===== config.mk =====
export PLATFORM = sky130hd
export DESIGN_NAME = stripe_n_flat
export DESIGN_NICKNAME = d
export VERILOG_FILES = /design/src/rtl/stripe_n_if.sv /design/src/rtl/stripe_n.sv /design/src/flat_wrapper.sv
export SDC_FILE = /design/constraint.sdc
export NUM_CORES = 1
export LEC_CHECK = 0
export CAP_MARGIN = 20
export CORE_MARGIN = 1.5
export CORE_UTILIZATION = 48
export CTS_CLUSTER_DIAMETER = 40
export DETAILED_ROUTE_END_ITERATION = 16
export GPL_ROUTABILITY_DRIVEN = 0
export PLACE_DENSITY = 0.76
export SLEW_MARGIN = 0
export SYNTH_ARGS = -nofsm -noshare
export SYNTH_HDL_FRONTEND = slang
export SYNTH_SLANG_ARGS = --single-unit

===== constraint.sdc =====
create_clock -name clk_2f -period 2.7 [get_ports clk_2f]
set_input_delay 0.27 -clock clk_2f [delete_from_list [all_inputs] [get_ports clk_2f]]
set_output_delay 0.27 -clock clk_2f [all_outputs]
set_load 0.01 [all_outputs]

===== src/rtl/stripe_n_if.sv =====
`default_nettype none
// ============================================================================
//  Module      : stripe_n_if
//  Description : Bus bundle for the stripe_n lane striper.
//                master drives the word stream and group controls,
//                slave (the striper) drives lane data, lane valids and busy.
//  Signals     : dataIn/validIn  - input word and its qualifier
//                lane_cnt        - requested active lane count
//                align_mode      - 0 immediate, 1 aligned groups
//                flush           - close a partial aligned group
//                laneOut         - LANES packed lanes of DATA_WIDTH bits
//                validOut        - per-lane valid
//                busy            - group partially filled
//  Revision    : 1.0 - initial release
// ============================================================================
interface stripe_n_if #(
    parameter int DATA_WIDTH = 32,
    parameter int LANES      = 4
);
    logic [DATA_WIDTH-1:0]       dataIn;
    logic                        validIn;
    logic [3:0]                  lane_cnt;
    logic                        align_mode;
    logic                        flush;
    logic [LANES*DATA_WIDTH-1:0] laneOut;
    logic [LANES-1:0]            validOut;
    logic                        busy;

    modport master (
        output dataIn, validIn, lane_cnt, align_mode, flush,
        input  laneOut, validOut, busy
    );

    modport slave (
        input  dataIn, validIn, lane_cnt, align_mode, flush,
        output laneOut, validOut, busy
    );
endinterface
`default_nettype wire


===== src/rtl/stripe_n.sv =====
`default_nettype none
// ============================================================================
//  Module      : stripe_n
//  Description : Distributes a word stream across up to LANES output lanes.
//                Immediate mode writes each word straight to its lane;
//                aligned mode buffers a whole group and emits it in one
//                cycle, with flush padding a partial group with PAD_WORD.
//  Ports       : clk_2f - clock, all state on rising edge
//                reset  - asynchronous, active-low
//                bus    - stripe_n_if slave modport (data, controls, lanes)
//  Revision    : 1.0 - initial release
// ============================================================================
module stripe_n #(
    parameter int                    DATA_WIDTH = 32,
    parameter int                    LANES      = 4,
    parameter logic [DATA_WIDTH-1:0] PAD_WORD   = '0
) (
    input  wire logic clk_2f,
    input  wire logic reset,
    stripe_n_if.slave bus
);
    localparam int         PTR_W   = $clog2(LANES);
    localparam logic [3:0] C_LANES = 4'(LANES);

    logic [PTR_W-1:0]      r_ptr;
    logic [3:0]            r_act;
    logic                  r_mode;
    logic [DATA_WIDTH-1:0] r_buf  [LANES];
    logic [DATA_WIDTH-1:0] r_lane [LANES];
    logic [LANES-1:0]      r_valid;

    logic [PTR_W-1:0]      w_ptr_nxt;
    logic [DATA_WIDTH-1:0] w_buf_nxt  [LANES];
    logic [DATA_WIDTH-1:0] w_lane_nxt [LANES];
    logic [LANES-1:0]      w_valid_nxt;
    logic [3:0]            w_act_new;
    logic [3:0]            w_act;
    logic [3:0]            w_ptr_ext;
    logic                  w_mode;
    logic                  w_open;
    logic                  w_last;
    logic                  w_emit;

    always_comb begin
        // A new group may only be configured while no slot is occupied. The
        // freshly sampled configuration already governs the word arriving on
        // that same edge, so slot 0 uses the new lane count and mode.
        w_open = (r_ptr == '0);
        if (bus.lane_cnt == 4'd0 || bus.lane_cnt > C_LANES) begin
            w_act_new = C_LANES;
        end else begin
            w_act_new = bus.lane_cnt;
        end
        w_act     = w_open ? w_act_new : r_act;
        w_mode    = w_open ? bus.align_mode : r_mode;
        w_ptr_ext = 4'(r_ptr);
        w_last    = ((w_ptr_ext + 4'd1) == w_act);
        // Emit when the last slot is written, or when flush closes a
        // non-empty group (a word arriving with flush is accepted first).
        w_emit    = w_mode && ((bus.validIn && w_last) || (bus.flush && !w_open));

        w_ptr_nxt   = r_ptr;
        w_valid_nxt = '0;
        w_lane_nxt  = r_lane;
        w_buf_nxt   = r_buf;

        if (bus.validIn) begin
            w_ptr_nxt = w_last ? '0 : r_ptr + PTR_W'(1);
        end
        if (w_emit) begin
            w_ptr_nxt = '0;
        end

        for (int k = 0; k < LANES; k++) begin
            if (4'(k) < w_act) begin
                if (!w_mode) begin
                    if (bus.validIn && (4'(k) == w_ptr_ext)) begin
                        w_lane_nxt[k]  = bus.dataIn;
                        w_valid_nxt[k] = 1'b1;
                    end
                end else begin
                    if (bus.validIn && (4'(k) == w_ptr_ext)) begin
                        w_buf_nxt[k] = bus.dataIn;
                    end else if (w_emit && (4'(k) >= w_ptr_ext)) begin
                        w_buf_nxt[k] = PAD_WORD;
                    end
                    if (w_emit) begin
                        w_lane_nxt[k]  = w_buf_nxt[k];
                        w_valid_nxt[k] = 1'b1;
                    end
                end
            end else begin
                // Lanes beyond the active count are held at zero.
                w_lane_nxt[k]  = '0;
                w_valid_nxt[k] = 1'b0;
            end
        end
    end

    always_ff @(posedge clk_2f or negedge reset) begin
        if (!reset) begin
            r_ptr   <= '0;
            r_act   <= C_LANES;
            r_mode  <= 1'b0;
            r_valid <= '0;
            for (int k = 0; k < LANES; k++) begin
                r_buf[k]  <= '0;
                r_lane[k] <= '0;
            end
        end else begin
            r_ptr   <= w_ptr_nxt;
            r_valid <= w_valid_nxt;
            r_buf   <= w_buf_nxt;
            r_lane  <= w_lane_nxt;
            if (w_open) begin
                r_act  <= w_act_new;
                r_mode <= bus.align_mode;
            end
        end
    end

    generate
        for (genvar k = 0; k < LANES; k++) begin : g_lane
            assign bus.laneOut[k*DATA_WIDTH +: DATA_WIDTH] = r_lane[k];
        end
    endgenerate

    assign bus.validOut = r_valid;
    assign bus.busy     = (r_ptr != '0);

endmodule
`default_nettype wire


===== src/flat_wrapper.sv =====
// flat-port wrapper written by rule: the top's interface ports become plain ports
module stripe_n_flat 
#(
    parameter int                    DATA_WIDTH = 32,
    parameter int                    LANES      = 4,
    parameter logic [DATA_WIDTH-1:0] PAD_WORD   = '0
)
  (clk_2f, reset, bus_dataIn, bus_validIn, bus_lane_cnt, bus_align_mode, bus_flush, bus_laneOut, bus_validOut, bus_busy);
  stripe_n_if #(.DATA_WIDTH(DATA_WIDTH), .LANES(LANES)) bus_i ();
  input  wire logic clk_2f;
  input  wire logic reset;
  input wire logic [$bits(bus_i.dataIn)-1:0] bus_dataIn;
  input wire logic [$bits(bus_i.validIn)-1:0] bus_validIn;
  input wire logic [$bits(bus_i.lane_cnt)-1:0] bus_lane_cnt;
  input wire logic [$bits(bus_i.align_mode)-1:0] bus_align_mode;
  input wire logic [$bits(bus_i.flush)-1:0] bus_flush;
  output wire logic [$bits(bus_i.laneOut)-1:0] bus_laneOut;
  output wire logic [$bits(bus_i.validOut)-1:0] bus_validOut;
  output wire logic [$bits(bus_i.busy)-1:0] bus_busy;
  assign bus_i.dataIn = bus_dataIn;
  assign bus_i.validIn = bus_validIn;
  assign bus_i.lane_cnt = bus_lane_cnt;
  assign bus_i.align_mode = bus_align_mode;
  assign bus_i.flush = bus_flush;
  assign bus_laneOut = bus_i.laneOut;
  assign bus_validOut = bus_i.validOut;
  assign bus_busy = bus_i.busy;
  stripe_n #(.DATA_WIDTH(DATA_WIDTH), .LANES(LANES), .PAD_WORD(PAD_WORD)) u_core (.clk_2f(clk_2f), .reset(reset), .bus(bus_i));
endmodule

==> metrics.md <==
| Metric | Value |
|---|---|
| Post-layout net count | about 1100 |
| CTS tree | yes |
| Worst-case setup slack after placement | -0.0352 ns |
| Post-Syn Instances | between 900 and 1000 |
| Post-route setup slack | about 0.029 ns |
| Placed cell area | approximately 0.013 mm² |
| FP Rows | 54 |
| Footprint of the multi-input gates | about 0.0044 mm² |
| Sink Count | roughly 240 |
| Detail Placement HPWL | 21300 µm |
| Clk slew on worst S/H paths | 0.05 ns |
| Leak pwr | 6.00 nW |
| Data arrival time of the worst path | a little over 3 ns |
| Synthesized area per cell | 11.3 µm² |
| Number of port buffers | between 150 and 200 |
| Period Utilization, post-route | between 90% and 100% |
| Status | finished clean |
| Maximum number of pins on one net before global-route repair | 72 |
| Maximum operating frequency | 374 MHz |
| Distinct cells, synth | 52 |
| Per-cell routed wire length | 24.2 µm |
| Final cell area excluding filler cells | between 0.01 and 0.015 mm² |
| Placeable core area | ~0.022 mm² |
| Max Slew Vio Count | 0 |
| Hold Fails Final Rpt | 0 |
| First-iteration detailed-routing DRC count | ~790 |
| Transition time at the pin with the least slew margin | between 0.5 and 0.6 ns |
| Post-layout instance count excluding filler cells | 1396 |
| Antenna violations before repair | 0 |
| CP Max Fanout | 12 |
| Die extent in x | roughly 150 µm |
| Final total negative setup slack | 0 ns |
| VDD IR max | around 0.00066 V |
| Via total after detailed routing | between 9000 and 10000 |
| Max_cap viols | 0 |
| Mapped Area | 0.0106 mm² |
| Start-to-end type of the worst setup path | flop to flop |
| Required time of the critical path | 3.11 ns |
| Ys Warns | 0 |
| Max-slew headroom | 60.2% |
| Number of failing setup endpoints in the final timing report | 0 |
| Clock Skew | about 0.022 ns |
| Number of buffers on the longest clock path | 3 |
| Leading cell type in the layout, fill and taps excluded | dfrtp_1 |
| Storage cell area | 0.00588 mm² |
| Number of antenna-violating nets in the routed design | 0 |
| Post-placement cell count | roughly 1300 |
| Endpoint kind of the worst setup timing path | flop |
| Clock H-tree levels | 1 |
| Total wire length after detailed routing | between 30000 and 40000 µm |
| Filler cell count in the final layout | between 1500 and 2000 |
| Total die area | around 0.023 mm² |
| Global-route wire length before repair | about 52000 µm |
| Classification of the worst-slack hold path | input port to async pin |
| Startpoint types | flop |
| Ratio of total power to cell area | 1250 mW/mm² |
| Initial DRT Pass Iterations | 5 |
| Diodes inserted | 0 |
| Worst reg2reg path startpoint | u_core.r_ptr[1] |
| Number of synthesized register bits | between 200 and 250 |
| Highest-count cells in the layout ignoring fill and taps | 234 x dfrtp_1, 172 x clkdlybuf4s50_1, 67 x nand3_1, 67 x a21oi_1, 64 x a22o_1 |
| Portion of the post-synthesis area used by sequential elements | between 50% and 60% |
| CP Launch Point | u_core.r_ptr[1] |
| Height of the die | about 150 µm |
| Final hold slack | ~0.29 ns |
| Mapped Nets | roughly 990 |
| Area added between synthesis and finish | 34.9% |
| Fraction of synthesis flops using an asynchronous set or reset pin | 100% |
| All-layer global routing usage | between 20 and 30% |
| Starting density of the core | ~49% |
| Remaining global-route overflow | 0 |
| CTS Buf Count | 31 |
| Number of global-route vias before repair | between 9000 and 10000 |
| Post-detailed-route via-to-cell ratio | 6.56 |
| Crit path time final | 2.67 ns |
| I/O pin cnt | between 150 and 200 |
| Post-synth top flop | dfrtp_1 |
| Insertion delay to the later sink of the worst-skew pair | between 0.5 and 0.6 ns |
| Share of final-layout standard cells stronger than drive strength 1 | roughly a fifth |
| Number of enable flip-flop cells after synthesis | 0 |
| Remaining design rule violation count | 0 |
| Clock root buffer | clkbuf_16 |
where the power goes:
group,internal (W),switching [W]
registers,0.00480,0.000812
logic,0.00365,0.00430
clock network,0.00271,0.00166
total,0.0112,0.00677
worst paths after layout:
kind / to / slack [ns] / cells past startpoint
worst min-delay path: u_core.r_act[1] / 0.29 / 2
worst min register to register: u_core.r_buf[45] / 0.50 / 1
worst max-delay path: u_core.bus.laneOut[29] / 0.03 / 11
min in group clk_2f: u_core.r_buf[45] / 0.50 / 1
worst max register to register: u_core.bus.laneOut[29] / 0.03 / 11
max in group asynchronous: u_core.bus.laneOut[17] / 1.56 / 3
cell families after synthesis:
group	after synthesis	share of synthesized area, %
AOI/OAI and AO/OA	345	24.8
DFF	235	55.4
and+or+nand+nor	147	7.19
buffers and inverters	141	5.34
muxes	65	6.54
adders and majority gates	5	0.590
xor gates and xnor gates	1	0.0826
worst max-delay path, stage by stage, from the launching register on:
cell and delay, ns:
dfrtp_1 0.40, inv_2 0.08, ha_4 0.17, nor4bb_4 0.14
buf_4 0.14, or3_4 0.37, and2_4 0.19, buf_4 0.15
a41oi_4 0.31, o21a_1 0.25, buf_4 0.22, o31ai_1 0.11
synth_stat cells (2+ instances only):
master / count / area [µm²]
dfrtp_1: 234 / 5860
clkbuf_1: 110 / 413
nand3_1: 69 / 345
a21oi_1: 67 / 335
a22o_1: 64 / 561
a32oi_1: 64 / 561
nor3_1: 34 / 170
o2111ai_1: 33 / 289
o211ai_1: 33 / 248
a211oi_1: 32 / 240
mux2_2: 32 / 360
mux2i_1: 32 / 320
o31ai_1: 32 / 240
buf_1: 17 / 63.8
nor2_1: 10 / 37.5
nand2_1: 9 / 33.8
buf_2: 5 / 25.0
ha_1: 5 / 62.6
buf_6: 4 / 45.0
nand2b_1: 4 / 25.0
nor2b_1: 4 / 25.0
a31oi_1: 3 / 18.8
and2_1: 3 / 18.8
inv_1: 3 / 11.3
o21a_1: 3 / 22.5
or2_2: 3 / 18.8
a211o_1: 2 / 17.5
a41oi_1: 2 / 17.5
o21ai_0: 2 / 10.0
o21ai_1: 2 / 10.0
registers in the layout, summed over array words and instances (netlist names):
signal	count
u_core.bus.laneOut	128
u_core.r_act	4
u_core.r_buf	96
u_core.r_mode	1
u_core.bus.validOut	4
u_core.r_ptr	2
what timing repair did:
item,4_1_cts,5_1_grt
buffers inserted,0,5
setup endpoints to repair,0,125
hold buffers,1,0
endpoints found under the hold margin,65,0
resized for setup,0,22
per-stage QoR:
step	util [%]	power [W]
global route	65.8	0.0188
global placement	59.7	0.0129
finish	65.8	0.0179
detailed placement	59.7	0.0131
CTS	64.9	0.0176
floorplan	-	0.00977
per-layer routing:
metal / GRT usage (%) / vias up / wire [µm]
met5: 0 / - / 0
li1: - / 3960 / -
met2: 46.1 / 481 / 16200
met3: 5.36 / 63 / 2680
met1: 41.0 / 4660 / 14100
met4: 9.86 / 0 / 847
area by class of cell:
cell class                      instances  area share (%)
Tap cell                              280            2.45
Timing Repair Buffer                  256            18.1
Multi-Input combinational cell        563            30.5
Inverter                                4           0.105
Sequential cell                       235            41.1
Clock inverter                         23            2.09
Clock buffer                           35            5.73
(Power assumes the default switching activity.)
